**config.mk**
```make
export PLATFORM = sky130hd
export DESIGN_NAME = ddc1_arb
export DESIGN_NICKNAME = d
export VERILOG_FILES = /design/src/rtl/ddc1.sv /design/src/rtl/ddc1_arb.sv
export SDC_FILE = /design/constraint.sdc
export NUM_CORES = 1
export LEC_CHECK = 0
export BUFFER_PORTS_ARGS = -buffer_cell sky130_fd_sc_hd__buf_2
export CAP_MARGIN = 20
export CORE_ASPECT_RATIO = 1.25
export CORE_UTILIZATION = 35
export CTS_BUF_LIST = sky130_fd_sc_hd__clkbuf_4 sky130_fd_sc_hd__clkbuf_8
export DETAILED_ROUTE_END_ITERATION = 10
export SLEW_MARGIN = 10
export SYNTH_ARGS = -nofsm -noshare
export SYNTH_HDL_FRONTEND = slang
export SYNTH_HIERARCHICAL = 1
export SYNTH_SLANG_ARGS = --single-unit
export TNS_END_PERCENT = 5
```
**constraint.sdc**
```tcl
create_clock -name clk -period 4.1 [get_ports clk]
set_clock_uncertainty 0.2 [all_clocks]
set_input_delay 0.82 -clock clk [delete_from_list [all_inputs] [get_ports clk]]
set_output_delay 0.82 -clock clk [all_outputs]
set_load 0.01 [all_outputs]
```
**src/rtl/ddc1.sv**
```systemverilog
// Shared 1-bit to n-bit signed converter: bit 1 maps to +max and bit 0 maps to min.
`ifndef DDC1_SV
`define DDC1_SV

module ddc1 #(
  parameter int n = 16
) (
  input  logic                in,
  output logic signed [n-1:0] out
);

  function automatic logic signed [n-1:0] sat1(input logic b);
    return b ? {1'b0, {(n-1){1'b1}}} : {1'b1, {(n-1){1'b0}}};
  endfunction

  assign out = sat1(in);

endmodule

`endif

```
**src/rtl/ddc1_arb.sv**
```systemverilog
// Round-robin arbiter sharing one ddc1 across k strobed 1-bit channels,
// with one-entry slots per channel, sticky overrun flags and a valid/ready output register.
`ifndef DDC1_ARB_SV
`define DDC1_ARB_SV

module ddc1_arb #(
  parameter  int n  = 16,
  parameter  int k  = 4,
  localparam int cw = $clog2(k)
) (
  input  logic          clk,
  input  logic          rst_n,
  input  logic [k-1:0]  in,
  input  logic [k-1:0]  in_stb,
  input  logic          ovf_clr,
  output logic [k-1:0]  ovf,
  output logic [n-1:0]  out,
  output logic [cw-1:0] out_ch,
  output logic          out_valid,
  input  logic          out_ready
);

  logic [k-1:0]         pending_q, pending_d;
  logic [k-1:0]         slot_q, slot_d;
  logic [k-1:0]         ovf_q, ovf_d;
  logic [cw-1:0]        ptr_q, ptr_d;
  logic signed [n-1:0]  out_q;
  logic [cw-1:0]        out_ch_q;
  logic                 out_valid_q;

  logic                 free;
  logic                 gnt_vld;
  logic [cw-1:0]        gnt_idx;
  logic [cw-1:0]        scan;
  logic signed [n-1:0]  conv;

  assign free = !out_valid_q || out_ready;

  // Scan from ptr with explicit wrap so non-power-of-two k never reaches index k.
  always_comb begin
    gnt_vld = 1'b0;
    gnt_idx = '0;
    scan    = ptr_q;
    for (int i = 0; i < k; i++) begin
      if (!gnt_vld && free && pending_q[scan]) begin
        gnt_vld = 1'b1;
        gnt_idx = scan;
      end
      scan = (scan == cw'(k - 1)) ? '0 : scan + 1'b1;
    end
  end

  always_comb begin
    for (int c = 0; c < k; c++) begin
      if (gnt_vld && gnt_idx == cw'(c)) begin
        // A strobe into the granted slot refills it; the old bit is being consumed, so no overrun.
        pending_d[c] = in_stb[c];
        ovf_d[c]     = ovf_q[c] && !ovf_clr;
      end else begin
        pending_d[c] = pending_q[c] || in_stb[c];
        ovf_d[c]     = (ovf_q[c] && !ovf_clr) || (in_stb[c] && pending_q[c]);
      end
      slot_d[c] = in_stb[c] ? in[c] : slot_q[c];
    end
    ptr_d = ptr_q;
    if (gnt_vld) begin
      ptr_d = (gnt_idx == cw'(k - 1)) ? '0 : gnt_idx + 1'b1;
    end
  end

  ddc1 #(.n(n)) u_ddc1 (
    .in  (slot_q[gnt_idx]),
    .out (conv)
  );

  always_ff @(posedge clk or negedge rst_n) begin
    if (!rst_n) begin
      pending_q   <= '0;
      slot_q      <= '0;
      ovf_q       <= '0;
      ptr_q       <= '0;
      out_q       <= '0;
      out_ch_q    <= '0;
      out_valid_q <= 1'b0;
    end else begin
      pending_q <= pending_d;
      slot_q    <= slot_d;
      ovf_q     <= ovf_d;
      ptr_q     <= ptr_d;
      if (gnt_vld) begin
        out_q       <= conv;
        out_ch_q    <= gnt_idx;
        out_valid_q <= 1'b1;
      end else if (out_ready) begin
        out_valid_q <= 1'b0;
      end
    end
  end

  assign ovf       = ovf_q;
  assign out       = out_q;
  assign out_ch    = out_ch_q;
  assign out_valid = out_valid_q;

endmodule

`endif

```
==> reports/results.ini, run 1 <==
[run_status]
status=finished clean

[clock_tree]
cts_setup_buffers=0
cts_tree=yes
clk_latency_ps=270
clk_path_buf_depth=2
post_cts_resized=0
cts_made_buffers=5
clk_pin_slew_ps=60
clock_sinks=33
root_buffer=clkbuf_8
ctsHoldBuffers=0
htree_levels=2

[worst_setup_path]
timing.rr.start=ptr_q[1]
crit_type=register to register
arrival_ps=3170
critical_path_required_ps=4060
r2r_cells=10
worstSetupEndpointType=register
rr_endpoint=out[15]
path_max_fanout=16
r2r_slack_ps=890
cp-start-kind=register
critPathLaunch=ptr_q[1]

[logic_synthesis]
synth_top_cell_by_area=dfrtp_1
synth.avg_cell_area_sq_um=12.3
postSynthCellCount=159
syn-num-nets=176
yosys.area.top_type_share_pct=42.2
ys_warn_count=6
synth_seq_cells=33
synth_cell_types=43
async_flop_share_pct=100
yosys.cell_count.top_type=dfrtp_1
synth.cell_area_sq_um=1960
seq_area_frac_synth_pct=42.2
synthFlopType=dfrtp_1
synthTopCellsByArea=dfrtp_1 42%, mux2_4 14%, buf_4 6.1%
synth-edff-count=0
yosys-top-cells-count=33 x dfrtp_1, 18 x mux2_4, 16 x buf_4

[timing]
timing.fmax_mhz=311
finalCriticalPeriod_ps=3210
setup_violations=0
fin_setup_tns_ps=0
finalHoldViolCount=0
slew_viol_final=0
slew_headroom_pct=52.5
worst_pin_slew_ps=713
rsz0062_at_grt=false
min_period_over_period_pct=78.3

[drt]
antenna_left=0
drc=0
num_vias=1226
wl_per_cell_microns=14.8
dr.pass1.iters=4
wl_microns=3610
drt_iter0_markers=68
viasPerCell=5.05

[worst_hold_path]
min_to=ovf[2]
hold_path.class=register to register
hp-start=ovf[2]
holdPathStages=1

[finish]
layout.nets=196
drive_gt1_share_pct=44.1
layoutNonFillerInstCount=243
seq_area_sq_um=826
area_growth_pct=9.47
multi_input_area_sq_um=922
diodes=0
n_fill_cell=559

[power_and_ir_drop]
ir_drop_uv=384
leakage_nw=0.991
finalPower_mw=1.47
powerDensity_nw_per_um2=684

[floorplan]
die_x_microns=68.9
start_util_pct=36.2
coreArea_sq_um=5410
std_cell_rows=30
ios=35
dieArea_sq_um=5890
die_height_microns=85.6

[grt]
grt_max_degree=34
grt_usage_pct=13.8
grt-ovfl-total=0
grt_pass1_wl_microns=6050
grt_pass1_vias=1282
antenna_found_initial=0

[placed_design]
portBuffers=34
dp.final_hpwl_microns=2560
dp_cells=236
gp_congestion=0.787

[job]
drv_cap=0

==> worst max-delay path by stage <==
stage / end / slack, ps / cells past startpoint
after floorplan: out[15] / 880 / 8
after global placement: out[15] / 990 / 10
after detailed placement: out[15] / 880 / 10
after CTS: out[15] / 890 / 10
after global routing: out[15] / 620 / 10
final: out[15] / 890 / 10
==> where the power goes <==
group	internal, mW	switching [mW]
Combinational	0.340	0.344
Sequential	0.443	0.0925
Clock	0.140	0.106
Total	0.923	0.542
==> per-layer routing <==
metal | routed length [microns] | vias up | GRT usage, %
li1 | - | 586 | -
met2 | 1880 | 28 | 22.2
met3 | 88 | 6 | 2.13
met4 | 58 | 0 | 6.31
met5 | 0 | - | 0
met1 | 1580 | 606 | 17.7
==> logic make-up after synthesis <==
logic type               share of synthesized area [%]
AND/OR/NAND/NOR                                   9.34
multiplexers                                      21.4
adder cells (fa/ha/maj)                           3.20
buffers and inverters                             10.6
flip-flops                                        42.2
XOR/XNOR                                         0.448
AO/OA/AOI/OAI                                     12.7
==> cell type report <==
type                       instances  area share [%]
clock buffer                       7            4.21
inverter                           8            1.40
multi-input combinational         94            43.1
sequential                        33            38.6
tap                               64            3.74
timing repair buffer              37            9.00
==> placed cells by master (no fill, tap or decap), drive strengths merged, types with 3 or more instances in the layout <==
cell type and instances:
nand2 10, mux2 25, nor4 3, o22ai 3, nor2 4, ha 5, buf 37, dfrtp 33
inv 8, clkbuf 7, a21oi 4, a21o 5, nand2b 3, a32o 4, o21ai 3, nor3 3
mux2i 7
==> state kept, by name (all words and copies together), names as in the netlist <==
signal	cells
ovf	4
pending_q	4
out	16
out_ch	2
out_valid	1
slot_q	4
ptr_q	2
==> critical path, stage by stage (launching register included) <==
cell	delay (ps)
dfrtp_1	450
ha_1	610
mux2i_1	380
nor4b_4	280
nor2_2	90
o221ai_4	280
mux2i_1	120
mux2i_1	130
buf_4	230
inv_1	60
mux2_4	250
==> per-stage QoR <==
step	hold WS, ps	cell area, sq um	worst slack (ps)	utilization [%]
global route	314	2140	618	39.6
floorplan	280	1960	882	-
detailed placement	285	2050	880	37.9
CTS	300	2140	885	39.6
global placement	277	2050	992	37.9
finish	294	2140	889	39.6
Note: power is estimated with default switching activity, not from simulation.
==> inputs of run 2 (changes only) <==
==> constraint.sdc (replaced) <==
create_clock -name clk -period 2.6 [get_ports clk]
set_clock_uncertainty 0.2 [all_clocks]
set_input_delay 0.52 -clock clk [delete_from_list [all_inputs] [get_ports clk]]
set_output_delay 0.52 -clock clk [all_outputs]
set_load 0.01 [all_outputs]
==> reports/results.ini, run 2 (synthesis results as in run 1) <==
[run_status]
status=finished, violations left
violations=setup timing

[worst_setup_path]
rr_endpoint=out[6]
r2r_slack_ps=-170  ; -1060 ps
arrival_ps=2730  ; -440 ps
r2r_cells=9  ; -1
timing.rr.start=ptr_q[1]
worstSetupEndpointType=register
path_max_fanout=7  ; -9
cp-start-kind=register
crit_type=register to register
critical_path_required_ps=2560  ; -1500 ps

[placed_design]
portBuffers=34  ; unchanged
dp.final_hpwl_microns=2910  ; +13%
place_ws_ps=-232  ; -1110 ps
gp_congestion=0.783  ; -0.50%

[power_and_ir_drop]
powerDensity_nw_per_um2=1100  ; +61%
ir_drop_uv=703  ; +83%
finalPower_mw=2.69  ; +84%
leakage_nw=1.14  ; +15%

[drt]
drt_iter0_markers=51  ; -25%
num_vias=1320  ; +7.7%
viasPerCell=4.87  ; -3.5%
antenna_left=0  ; unchanged
drc=0  ; unchanged
dr.pass1.iters=4  ; unchanged
wl_per_cell_microns=14.2  ; -4.6%
wl_microns=3840  ; +6.3%

[clock_tree]
clk_pin_slew_ps=70  ; about the same
clk_path_buf_depth=2  ; unchanged
cts_tree=yes
root_buffer=clkbuf_8
clock_sinks=33  ; unchanged
clk_latency_ps=280  ; about the same
htree_levels=2  ; unchanged
cts_made_buffers=5  ; unchanged

[timing]
timing.fmax_mhz=361  ; +16%
slew_viol_final=0  ; unchanged
fin_hold_ws_ps=86.7  ; -208 ps
finalHoldViolCount=0  ; unchanged
fin_setup_tns_ps=-2280  ; -2280 ps
finalCriticalPeriod_ps=2770  ; -443 ps
slew_headroom_pct=52.5  ; about the same
rsz0062_at_grt=true
min_period_over_period_pct=106  ; +28 points
fin_ws_ps=-168  ; -1060 ps
setup_violations=15  ; +15
worst_pin_slew_ps=712  ; -0.155 ps

[finish]
layout.nets=223  ; +14%
final_common_cell=buf_2
largest_register_ffs=16  ; unchanged
diodes=0  ; unchanged
seq_area_sq_um=827  ; +0.15%
n_fill_cell=528  ; -5.5%
drive_gt1_share_pct=56.0  ; +12 points
layout_common_cells=34 x buf_2, 32 x dfrtp_1, 27 x buf_4, 19 x mux2_4, 10 x nand2_1
multi_input_area_sq_um=990  ; +7.3%
area_growth_pct=25.4

[grt]
use_met2_pct=24.5  ; +2.3 points
busiest_layer=met2
grtUsageMet1_pct=17.8  ; +0.15 points
grt_pass1_wl_microns=6360  ; +5.1%
antenna_found_initial=0  ; unchanged
grt_use_met3_pct=2.79  ; +0.66 points
grt-ovfl-total=0  ; unchanged
grt_max_degree=34  ; unchanged
grt_usage_pct=14.7  ; +0.94 points
grt_pass1_vias=1350  ; +5.3%

[floorplan]
dieArea_sq_um=5890  ; unchanged
std_cell_rows=30  ; unchanged
die_x_microns=68.9  ; unchanged
start_util_pct=36.2  ; unchanged
die_height_microns=85.6  ; unchanged
ios=35  ; unchanged
coreArea_sq_um=5410  ; unchanged

[job]
drv_cap=0  ; unchanged

[worst_hold_path]
hold_path.class=input port to async pin

run 2: cell types whose count changed in the layout (fill, tap and decap cells not counted), sizes merged:
| cell | delta |
|---|---|
| buf | +27 |
| clkinv | +1 |
run 2: layout make-up:
type / instances / area share [%]
Multi-Input combinational cell: 94 / 40.4
Clock buffer: 7 / 3.93
Timing Repair Buffer: 64 / 17.3
Clock inverter: 1 / 0.204
Sequential cell: 33 / 33.7
Tap cell: 64 / 3.27
Inverter: 8 / 1.22
run 2: worst max path at each step:
stage | from | to
after floorplan | ptr_q[1] | out[10]
after global placement | ptr_q[1] | out[15]
after detailed placement | ptr_q[1] | out[15]
after CTS | ptr_q[1] | out[6]
after global routing | ptr_q[1] | out[6]
final | ptr_q[1] | out[6]
run 2: where the power goes:
part           switching (mW)  internal (mW)  leakage, nW  total (mW)
combinational           0.665          0.795        0.717        1.46
clock                   0.180          0.239       0.0542       0.419
sequential              0.116          0.700        0.372       0.816
run 2: timing repair:
action                                  4_1_cts  5_1_grt
resized for setup                             1        2
endpoints found under the setup margin       20       24
setup buffers                                 4        0
endpoints found under the hold margin         0        0
hold buffers                                  0        0
pin swaps                                     1        2
run 2: through the flow:
step	instances	cell area [sq um]	utilization, %
4_1_cts	271	2440	45.2
3_3_place_gp	259	2310	42.7
6_report	271	2450	45.4
5_1_grt	271	2450	45.4
2_1_floorplan	159	2020	-
3_5_place_dp	259	2310	42.7
run 2: metal layers:
metal | vias up | wire length, microns
met5 | - | 0
met4 | 0 | 82
met3 | 8 | 103
met2 | 28 | 2040
met1 | 643 | 1610
li1 | 641 | -
run 2: critical path: stages (launching register included):
cell and delay [ps]:
dfrtp_2 420, ha_4 330, mux2i_4 250, nor4b_4 250
nor2_2 100, o221ai_4 240, mux2i_2 300, mux2i_4 120
buf_4 170, mux2_4 260
